--- src/rtl/jt12_pkg.sv ---
// Shared constants for the JT12 timer slice.
// Holds the default timer widths and the YM2612 clocking constants used to
// derive timer periods at system level.
package jt12_pkg;

  // Default counter geometry for the two timers
  localparam int unsigned CW_A_DEF   = 10;
  localparam int unsigned CW_B_DEF   = 8;
  localparam int unsigned PRES_B_DEF = 4;

  // YM2612 timing: master clock divided by 6 gives the FM clock, and one
  // output sample spans 24 operator slots (144 master clocks)
  localparam int unsigned YM_CLK_DIV     = 6;
  localparam int unsigned YM_SLOTS       = 24;
  localparam int unsigned YM_SAMPLE_CLKS = YM_CLK_DIV * YM_SLOTS;

endpackage

--- src/rtl/jt12_timer_cnt.sv ---
// One reloadable timer: load-edge detector, optional tick prescaler,
// up-counter with reload on overflow, and a latched overflow flag.
// Ports: clk, rst (sync, active-high), cen (clock enable), zero (sample
// strobe), value (reload value), load (run/load level), clr_flag, en_flag,
// flag (latched overflow), ovf_c (combinational overflow strobe, valid in the
// cen cycle the counter wraps).
module jt12_timer_cnt import jt12_pkg::*; #(
  parameter int unsigned CW   = CW_B_DEF,
  parameter int unsigned PRES = 0
) (
  input  logic          clk,
  input  logic          rst,
  input  logic          cen,
  input  logic          zero,
  input  logic [CW-1:0] value,
  input  logic          load,
  input  logic          clr_flag,
  input  logic          en_flag,
  output logic          flag,
  output logic          ovf_c
);

  logic [CW-1:0] cnt;
  logic          load_q;
  logic          load_rise_c;
  logic          pres_wrap_c;
  logic          adv_c;
  logic          full_c;

  assign load_rise_c = load & ~load_q;
  // Advance only while running and past the load cycle itself
  assign adv_c       = zero & load & load_q & pres_wrap_c;
  assign full_c      = &cnt;
  assign ovf_c       = cen & adv_c & full_c;

  // Tick prescaler; with no prescaler bits every tick advances the counter
  if (PRES == 0) begin : g_nopres
    assign pres_wrap_c = 1'b1;
  end else begin : g_pres
    logic [PRES-1:0] pres;

    always_ff @(posedge clk) begin
      if (rst) begin
        pres <= '0;
      end else if (cen) begin
        if (load_rise_c)
          pres <= '0;
        else if (zero)
          pres <= pres + PRES'(1);
      end
    end

    assign pres_wrap_c = &pres;
  end

  // Counter, load edge detector and overflow flag
  always_ff @(posedge clk) begin
    if (rst) begin
      cnt    <= '0;
      load_q <= 1'b0;
      flag   <= 1'b0;
    end else if (cen) begin
      load_q <= load;
      if (load_rise_c)
        cnt <= value;
      else if (adv_c)
        cnt <= full_c ? value : cnt + CW'(1);
      // Set has priority over clear
      if (ovf_c && en_flag)
        flag <= 1'b1;
      else if (clr_flag)
        flag <= 1'b0;
    end
  end

endmodule

--- src/rtl/jt12_timer_pair.sv ---
// YM2612 timer pair: timer A (no prescaler) and timer B (2^PRES_B prescaler),
// shared active-low interrupt and a one-cycle timer A overflow pulse.
// Ports: clk, rst (sync, active-high), cen, zero, value_A/value_B (reload
// values), load_A/load_B, clr_flag_A/B, en_flag_A/B, flag_A/flag_B (latched
// overflow flags), overflow_A (one-clk pulse), irq_n (low while a flag is set).
module jt12_timer_pair import jt12_pkg::*; #(
  parameter int unsigned CW_A   = CW_A_DEF,
  parameter int unsigned CW_B   = CW_B_DEF,
  parameter int unsigned PRES_B = PRES_B_DEF
) (
  input  logic            clk,
  input  logic            rst,
  input  logic            cen,
  input  logic            zero,
  input  logic [CW_A-1:0] value_A,
  input  logic [CW_B-1:0] value_B,
  input  logic            load_A,
  input  logic            load_B,
  input  logic            clr_flag_A,
  input  logic            clr_flag_B,
  input  logic            en_flag_A,
  input  logic            en_flag_B,
  output logic            flag_A,
  output logic            flag_B,
  output logic            overflow_A,
  output logic            irq_n
);

  logic ovf_a_c;
  logic unused_ovf_b;

  jt12_timer_cnt #(.CW(CW_A), .PRES(0)) u_timer_a (
    .clk      (clk),
    .rst      (rst),
    .cen      (cen),
    .zero     (zero),
    .value    (value_A),
    .load     (load_A),
    .clr_flag (clr_flag_A),
    .en_flag  (en_flag_A),
    .flag     (flag_A),
    .ovf_c    (ovf_a_c)
  );

  jt12_timer_cnt #(.CW(CW_B), .PRES(PRES_B)) u_timer_b (
    .clk      (clk),
    .rst      (rst),
    .cen      (cen),
    .zero     (zero),
    .value    (value_B),
    .load     (load_B),
    .clr_flag (clr_flag_B),
    .en_flag  (en_flag_B),
    .flag     (flag_B),
    .ovf_c    (unused_ovf_b)
  );

  // Overflow pulse runs on every clk so it lasts exactly one cycle even when
  // cen is sparse
  always_ff @(posedge clk) begin
    if (rst)
      overflow_A <= 1'b0;
    else
      overflow_A <= ovf_a_c;
  end

  // Interrupt follows the flags one cen cycle later
  always_ff @(posedge clk) begin
    if (rst)
      irq_n <= 1'b1;
    else if (cen)
      irq_n <= ~(flag_A | flag_B);
  end

endmodule

--- config.mk ---
export PLATFORM = sky130hd
export DESIGN_NAME = jt12_timer_pair
export DESIGN_NICKNAME = d
export VERILOG_FILES = /design/src/rtl/jt12_pkg.sv /design/src/rtl/jt12_timer_cnt.sv /design/src/rtl/jt12_timer_pair.sv
export SDC_FILE = /design/constraint.sdc
export NUM_CORES = 1
export LEC_CHECK = 0
export ABC_AREA = 1
export BUFFER_PORTS_ARGS = -buffer_cell sky130_fd_sc_hd__buf_2
export CAP_MARGIN = 10
export CELL_PAD_IN_SITES_DETAIL_PLACEMENT = 0
export CELL_PAD_IN_SITES_GLOBAL_PLACEMENT = 1
export CORE_ASPECT_RATIO = 1.2
export CORE_UTILIZATION = 25
export DETAILED_ROUTE_END_ITERATION = 16
export GPL_TIMING_DRIVEN = 0
export PLACE_DENSITY = 0.56
export SYNTH_ARGS = -nofsm -noshare
export SYNTH_HDL_FRONTEND = slang
export SYNTH_HIERARCHICAL = 1
export SYNTH_SLANG_ARGS = --single-unit
export TNS_END_PERCENT = 5
--- constraint.sdc ---
create_clock -name clk -period 4.1 [get_ports clk]
set_clock_uncertainty 0.2 [all_clocks]
set_input_delay 0.615 -clock clk [delete_from_list [all_inputs] [get_ports clk]]
set_output_delay 0.615 -clock clk [all_outputs]
set_load 0.03 [all_outputs]
## Yosys cells after proc, flatten, opt, wreduce, memory -nomap -nowiden

Index checks and enable logic that the tools add are counted.

| operators by class | value |
|---|---|
| $add $sub $neg | 3 |
| multiply operators | 0 |
| divide/modulo/power cells | 0 |
| magnitude comparators | 0 |
| equality and inequality tests | 0 |
| shift operators | 0 |
| muxes and demuxes | 12 |
| bitwise logic cells | 15 |
| reduce and logical (&&, ||, !) cells | 15 |

Operator list:

| kind | number |
|---|---|
| $mux W10 | 3 |
| $mux W8 | 3 |
| $and A1 B1 Y1 | 11 |
| $add A10 B1 Y10 const B | 1 |
| $reduce_and A10 Y1 | 1 |
| $reduce_and A2 Y1 | 5 |
| $reduce_bool A2 Y1 | 5 |
| $add A8 B1 Y8 const B | 1 |
| $mux W4 | 2 |
| $reduce_and A8 Y1 | 1 |
| $add A4 B1 Y4 const B | 1 |
| $mux W1 | 4 |
| $reduce_and A4 Y1 | 1 |
| $not A1 Y1 | 3 |
| $logic_and A1 B1 Y1 | 2 |
| $or A1 B1 Y1 | 1 |

| storage, ports and cells | value |
|---|---|
| register bits after elaboration | 28 |
| latch bits | 0 |
| bits in writable memories | 0 |
| memory bits (read-only) | 0 |
| bits of input ports | 28 |
| output and inout bits | 4 |
| logic and storage cells | 54 |
| memories | 0 |

## Longest topological paths before layout

Gate-level depths: netlist of the first run.

| depth | value |
|---|---|
| depth after elaboration | 8 |
| mapped depth | 10 |
| gate-level depth less buffers | 10 |

## Hierarchy

The synthesis of the first run kept the hierarchy.

Modules (own cells, without submodules):

| module | instances | cells each | area each (um^2) |
|---|---|---|---|
| jt12_timer_cnt at u_timer_b | 1 | 135 | 902.1 |
| jt12_timer_cnt at u_timer_a | 1 | 140 | 873.3 |
| jt12_timer_pair | 1 | 9 | 71.3 |

## Least setup slack after synthesis of the first run

OpenSTA, ideal clock, no wires.

| timing path | value |
|---|---|
| kind | input to register |
| start point | input cen |
| end point | register u_timer_a.cnt[2] |
| library setup time | 0.116 ns |
| arrival | 1.257 ns |
| required time | 3.784 ns |
| setup slack | 2.527 ns |
| cell stages on the path | 6 |
| buffers on the path | 1 |
| path through | nand2_1 a21oi_2 buf_2 nand3_2 nand2_1 nor2_2 |

| on the way | value |
|---|---|
| word-level cells in the longest chain between the ends | 1 |

RTL lines:

| what | line | RTL |
|---|---|---|
| start: declaration | jt12_timer_pair.sv:13 | `input logic cen,` |
| $reduce_and A2 Y1 (no line) | - |  |
| end signal: assignment | jt12_timer_cnt.sv:65 | `cnt <= value;` |
| end signal: assignment | jt12_timer_cnt.sv:67 | `cnt <= full_c ? value : cnt + CW'(1);` |
| end: declaration | jt12_timer_cnt.sv:23 | `logic [CW-1:0] cnt;` |

Every way passes these cells.
A chain may end at the register's enable or synchronous reset.

## Worst setup path in the final report of the first run

| timing path | value |
|---|---|
| start point | register u_timer_a.cnt[0] |
| end point | register u_timer_a.cnt[7] |

| on the way | value |
|---|---|
| word-level cells in the longest chain between the ends | 4 |
| elaborated cells between the ends (all ways) | 5 |
| those cells by class | add/sub: 1; mux: 3; reduce/logical: 1 |

RTL lines:

| what | line | RTL |
|---|---|---|
| $add A10 B1 Y10 or $reduce_and A10 Y1 (tied branches) | jt12_timer_cnt.sv:67, jt12_timer_cnt.sv:33 |  |
| $mux W10 * | jt12_timer_cnt.sv:67 |  |
| $mux W10 * | jt12_timer_cnt.sv:66 | `else if (adv_c)` |
| $mux W10 * | jt12_timer_cnt.sv:64 | `if (load_rise_c)` |

Mark *: on every way between the ends. The rest lies on a longest branch, timed or not. The select of a mux whose other input is x is not followed.

==> impl_metrics.yaml, run 1 <==
final_layout:
  area.sequential_sq_um: 561
  layout.filler_cells: 799
  fin_nets: 351
  final_area_sq_um: 2180
  post_route_cells_drive_above_1_share_pct: 23.8
  mostFrequentLayoutCells: "72 x nand2_1, 48 x inv_1, 32 x buf_2"
  final_common_cell: "nand2_1"
  antenna_cells: 0
  area_growth_pct: 18.2
  layout.core_utilization_pct: 31.3
  total_area_of_multi_input_combinational_cells_sq_um: 1040
synth:
  synth-seq-cells: 28
  synthCells: 284
  yosysUniqueCellTypes: 32
  cell_area_after_synthesis_sq_um: 1850
  dominant_combinational_cell_family_by_area_after_synthesis: "simple AND/OR/NAND/NOR gates"
  yosys.area_share.simple_pct: 37.8
  synth.area.mux_share_pct: 0
  synth_warnings: 6
  synth-adder-area-share_pct: 2.03
  area_fraction_in_compound_gates_after_synthesis_pct: 15.8
  ys_seq_area_share_pct: 30.4
  synth_area_per_cell_sq_um: 6.50
  synthXorXnorAreaFrac_pct: 0.474
  syn_nets: 315
power:
  finalPower_uw: 632
  power_density_nw_per_um2: 290
  power.static_leakage_uw: 0.00102
  ir_worst_vdd_uv: 133
grt:
  globalRoute.totalOverflow: 0
  antenna_found_initial: 0
  via_count_of_the_first_global_routing_pass: 1767
  first_pass_grt_wire_length_mm: 8.19
  gr-usage-all-layers_pct: 13.8
  grt_max_degree: 17
cts:
  clock_latency_at_the_later_pin_of_the_worst_skew_pair_ps: 280
  post_cts.resized_instances: 0
  cts_buffer_depth: 2
  cts_setup_buffers: 0
  cts_hold_buf: 0
  cts.root.buffer_cell: "clkbuf_8"
  htree_levels: 1
  sink_count: 28
  cts-buffers-inserted: 3
  tritoncts: "done"
  clk_pin_slew_ps: 110
timing:
  setup_violations: 0
  maxClockFrequency_mhz: 556
  rsz_0062_raised_after_global_routing: "no"
  report.final.hold_viol_count: 0
  relSlewSlack_pct: 73.3
  final.period_utilization_pct: 43.9
  final_hold_slack_ps: 276
  slew_violations: 0
  final.setup.tns_ps: 0
  layout_min_cycle_time_ps: 1800
  max_slew.worst_pin.slew_ps: 398
placed_design:
  gp_routability_congestion: 0.756
  port_buffers: 31
  placed_area_sq_um: 2110
  hpwl_mm: 3.74
die:
  die_height_um: 96.2
  initial_utilization_pct: 26.5
  floorplan.die.width_um: 80.5
  core_region_area_sq_um: 6980
  floorplan.rows: 33
  floorplan.die_area_sq_um: 7740
  pin_count: 32
route:
  route.final.wire_length_mm: 4.76
  vias_per_cell: 4.43
  initialDrtViolationCount: 38
  routed_wire_length_per_instance_um: 11.7
  number_of_vias_in_the_routed_layout: 1797
  route.antenna.remaining_nets: 0
  drt_pass1_iterations: 4
  post-route-drc-count: 0
status:
  status: "completed"
worst_setup_path:
  timing.setup.critical_path_class: "reg -> reg"
  critical_path.cell_chain: "ha_1, nand2_2, nor2_4, nand3_4, nand2_4, buf_8, nand2_1, a21oi_1, nor2_1"
  cp-start-kind: "flop"
  crit_path_max_fanout: 10
  critical_path_arrival_ps: 1780
  worst_ep_required_time_ps: 4080
  slowest_stage_delay_on_critical_path_ps: 420
  critical_path.slowest_cell: "dfxtp_1"
  worstSetupEndpointType: "flop"
worst_hold_path:
  timing.hold.worst.class: "reg -> reg"
job:
  timing.max_cap.violations: 0
layer usage:
metal	track usage [%]	share of wire (%)	wire, um
met5	0	0	0
met4	4.02	0.63	30
met3	1.52	4.2	200
met2	26.4	50	2350
met1	16.0	46	2170
synthesized netlist by cell type:
library cell / number / area (sq um)
buf_8: 2 / 30.0
o21bai_1: 1 / 7.51
nor3b_1: 1 / 7.51
o21ai_0: 11 / 55.1
a211oi_1: 1 / 7.51
o21a_1: 1 / 7.51
xnor2_1: 1 / 8.76
nor3_1: 6 / 30.0
and3_1: 1 / 6.26
nand2_2: 8 / 50.1
a31o_2: 1 / 8.76
o21ai_2: 3 / 26.3
nand2_4: 3 / 33.8
nand3_1: 17 / 85.1
nand4_1: 6 / 37.5
buf_2: 1 / 5.00
buf_6: 1 / 11.3
ha_1: 3 / 37.5
inv_1: 48 / 180
nand3b_1: 2 / 15.0
nor2_2: 6 / 37.5
inv_2: 5 / 18.8
o21ai_1: 4 / 20.0
nand3_2: 1 / 10.0
nor2_4: 3 / 33.8
a21oi_1: 23 / 115
nor2_1: 17 / 63.8
nand3_4: 1 / 17.5
nand2_1: 72 / 270
dfxtp_1: 28 / 561
a21oi_2: 5 / 43.8
clkbuf_2: 1 / 5.00
registers in the layout, summed over array words and instances (netlist names):
name	flops
u_timer_a/cnt	10
u_timer_b/cnt	8
u_timer_b/g_pres.pres	4
irq_n	1
overflow_A	1
u_timer_a/flag	1
u_timer_a/load_q	1
u_timer_b/flag	1
u_timer_b/load_q	1
critical path: cells and delay by family, from the launching register on:
kind / cells / cell delay, ps
flops: 1 / 420
buf+inv: 1 / 140
compound gates: 1 / 150
fa+ha+maj: 1 / 220
simple gates: 6 / 570
layout make-up:
type,count,share of cell area [%]
Buffer,5,2.35
Clock buffer,3,1.89
Clock inverter,1,1.38
Inverter,53,9.12
Multi-Input combinational cell,198,47.5
Sequential cell,28,25.7
Tap cell,87,4.99
Timing Repair Buffer,31,7.11
kinds of logic after synthesis:
group | after synthesis
xor gates and xnor gates | 1
and+or+nand+nor | 144
DFF | 28
buffers and inverters | 58
AOI/OAI and AO/OA | 50
adders and majority gates | 3
worst paths after layout:
path / slack, ps / to / depth (start not counted) / from
setup / recovery: 2300 / u_timer_a/cnt[7]$_SDFFE_PP0P_ / 9 / u_timer_a/cnt[0]$_SDFFE_PP0P_
hold / removal: 280 / u_timer_b/cnt[2]$_SDFFE_PP0P_ / 2 / u_timer_b/cnt[2]$_SDFFE_PP0P_
setup reg to reg: 2300 / u_timer_a/cnt[7]$_SDFFE_PP0P_ / 9 / u_timer_a/cnt[0]$_SDFFE_PP0P_
hold reg to reg: 280 / u_timer_b/cnt[2]$_SDFFE_PP0P_ / 2 / u_timer_b/cnt[2]$_SDFFE_PP0P_
per-stage QoR:
step	cells	setup WS (ps)
2_1_floorplan	284	2530
3_3_place_gp	402	2050
3_5_place_dp	402	2040
4_1_cts	406	2300
5_1_grt	406	2150
6_report	406	2300
power breakdown:
group	leakage, uW	internal (uW)	switching, uW
combinational	0.000751	42.9	63.0
sequential	0.000229	285	13.1
clock	0.0000357	131	97.0
Power figures use the tool's default switching activity.
==> inputs of run 2 (changes only) <==
Clock period 4.1 ns to 1.8 ns, I/O delays scaled along.
==> run 2 against run 1 <==
Via count rose by 0.45%; power up 130%; flip-flop and latch count is the same; critical path type unchanged; largest power group unchanged.
==> impl_metrics.yaml, run 2 (synthesized netlist as in run 1, its figures left out) <==
final_layout:
  area_growth_pct: 20.1
  final_area_sq_um: 2220
  layout.filler_cells: 800
  fin_cells: 409
  layout.core_utilization_pct: 31.8
  largest-register: "u_timer_a/cnt"
  post_route_cells_drive_above_1_share_pct: 26.1
  top_regs: "u_timer_a/cnt: 10 flops, u_timer_b/cnt: 8 flops, u_timer_b/g_pres.pres: 4 flops"
  largest_reg_flops: 10
  mostFrequentLayoutCells: "72 x nand2_1, 48 x inv_1, 32 x buf_2"
  final_common_cell: "nand2_1"
  fin_nets: 354
  antenna_cells: 0
timing:
  max_slew.worst_pin.slew_ps: 404
  maxClockFrequency_mhz: 585
  report.final.hold_viol_count: 0
  relSlewSlack_pct: 73.0
  setup_violations: 0
  layout_min_cycle_time_ps: 1710
  rsz_0062_raised_after_global_routing: "yes"
  slew_violations: 0
  final.period_utilization_pct: 94.9
cts:
  cts-buffers-inserted: 3
  htree_levels: 1
  sink_count: 28
  clock_latency_at_the_later_pin_of_the_worst_skew_pair_ps: 280
  cts_hold_buf: 0
  cts_buffer_depth: 2
  cts.root.buffer_cell: "clkbuf_8"
  clk_pin_slew_ps: 110
  tritoncts: "done"
worst_setup_path:
  timing.setup.critical_path_class: "reg -> reg"
  worstSetupEndpointType: "flop"
  crit_path_max_fanout: 10
  cp-start-kind: "flop"
  critical_path_arrival_ps: 1700
  worst_ep_required_time_ps: 1790
route:
  initialDrtViolationCount: 46
  number_of_vias_in_the_routed_layout: 1805
  drt_pass1_iterations: 4
  route.antenna.remaining_nets: 0
  vias_per_cell: 4.41
  routed_wire_length_per_instance_um: 11.7
  route.final.wire_length_mm: 4.78
  post-route-drc-count: 0
grt:
  globalRoute.totalOverflow: 0
  antenna_found_initial: 0
  gr-usage-all-layers_pct: 13.8
  grt_max_degree: 17
  first_pass_grt_wire_length_mm: 8.19
  via_count_of_the_first_global_routing_pass: 1767
die:
  floorplan.die_area_sq_um: 7740
  die_height_um: 96.2
  floorplan.rows: 33
  core_region_area_sq_um: 6980
  pin_count: 32
  floorplan.die.width_um: 80.5
  initial_utilization_pct: 26.5
power:
  power_density_nw_per_um2: 650
  ir_worst_vdd_uv: 303
  power.static_leakage_uw: 0.00103
status:
  status: "completed"
job:
  timing.max_cap.violations: 0
placed_design:
  port_buffers: 31
  dpl.cell_count: 402
  hpwl_mm: 3.74
  gp_routability_congestion: 0.756
  placed_area_sq_um: 2110
worst_hold_path:
  timing.hold.worst.class: "in -> reg"
run 2: routing by layer:
metal	share of wire, %	track usage, %
met5	0	0
met3	4.3	1.52
met2	50	26.4
met4	0.63	4.02
met1	45	16.0
run 2: worst paths after layout:
path / from / endpoint / slack (ps) / depth (start not counted)
hold reg to reg: u_timer_b/cnt[2]$_SDFFE_PP0P_ / u_timer_b/cnt[2]$_SDFFE_PP0P_ / 280 / 2
setup reg to reg: u_timer_b/cnt[0]$_SDFFE_PP0P_ / u_timer_b/cnt[4]$_SDFFE_PP0P_ / 90 / 10
hold / removal: en_flag_B / u_timer_b/flag$_SDFFE_PP0P_ / 30 / 3
setup / recovery: u_timer_b/cnt[0]$_SDFFE_PP0P_ / u_timer_b/cnt[4]$_SDFFE_PP0P_ / 90 / 10
run 2: critical path: stages, from the launching register on:
cell     delay (ps)
dfxtp_2         360
ha_1            210
nand2_1         140
nor2_2           70
nand2_2         120
nand2_4          80
buf_8           140
a21oi_2         140
o21ai_2          70
nand2_1          60
inv_1            30
run 2: cell type report:
type                            instances  area [sq um]  share of cell area (%)
Inverter                               53           199                    8.97
Buffer                                  5          51.3                    2.31
Clock inverter                          1          30.0                    1.35
Sequential cell                        28           567                    25.5
Clock buffer                            3          41.3                    1.86
Tap cell                               87           109                    4.91
Timing Repair Buffer                   34           178                    8.01
Multi-Input combinational cell        198          1040                    47.0
run 2: repair_timing:
action	CTS	global route
setup buffers	0	3
hold endpoints to repair	0	0
resized for setup	0	6
endpoints found under the setup margin	0	17
run 2: metrics by stage:
stage	hold slack [ps]	total power [uW]	setup WS, ps	TNS, ps
detailed placement	261	938	20.0	0
global placement	254	941	34.0	0
CTS	20.1	1480	0.241	0
global route	38.0	1540	-9.88	-16.0
floorplan	139	854	233	0
finish	33.6	1440	91.9	0
run 2: where the power goes:
group	leakage (uW)	switching [uW]	internal (uW)	total (uW)
sequential	0.000230	29.6	649	679
clock	0.0000357	222	298	520
combinational	0.000761	144	98.4	242
total	0.00103	395	1050	1440
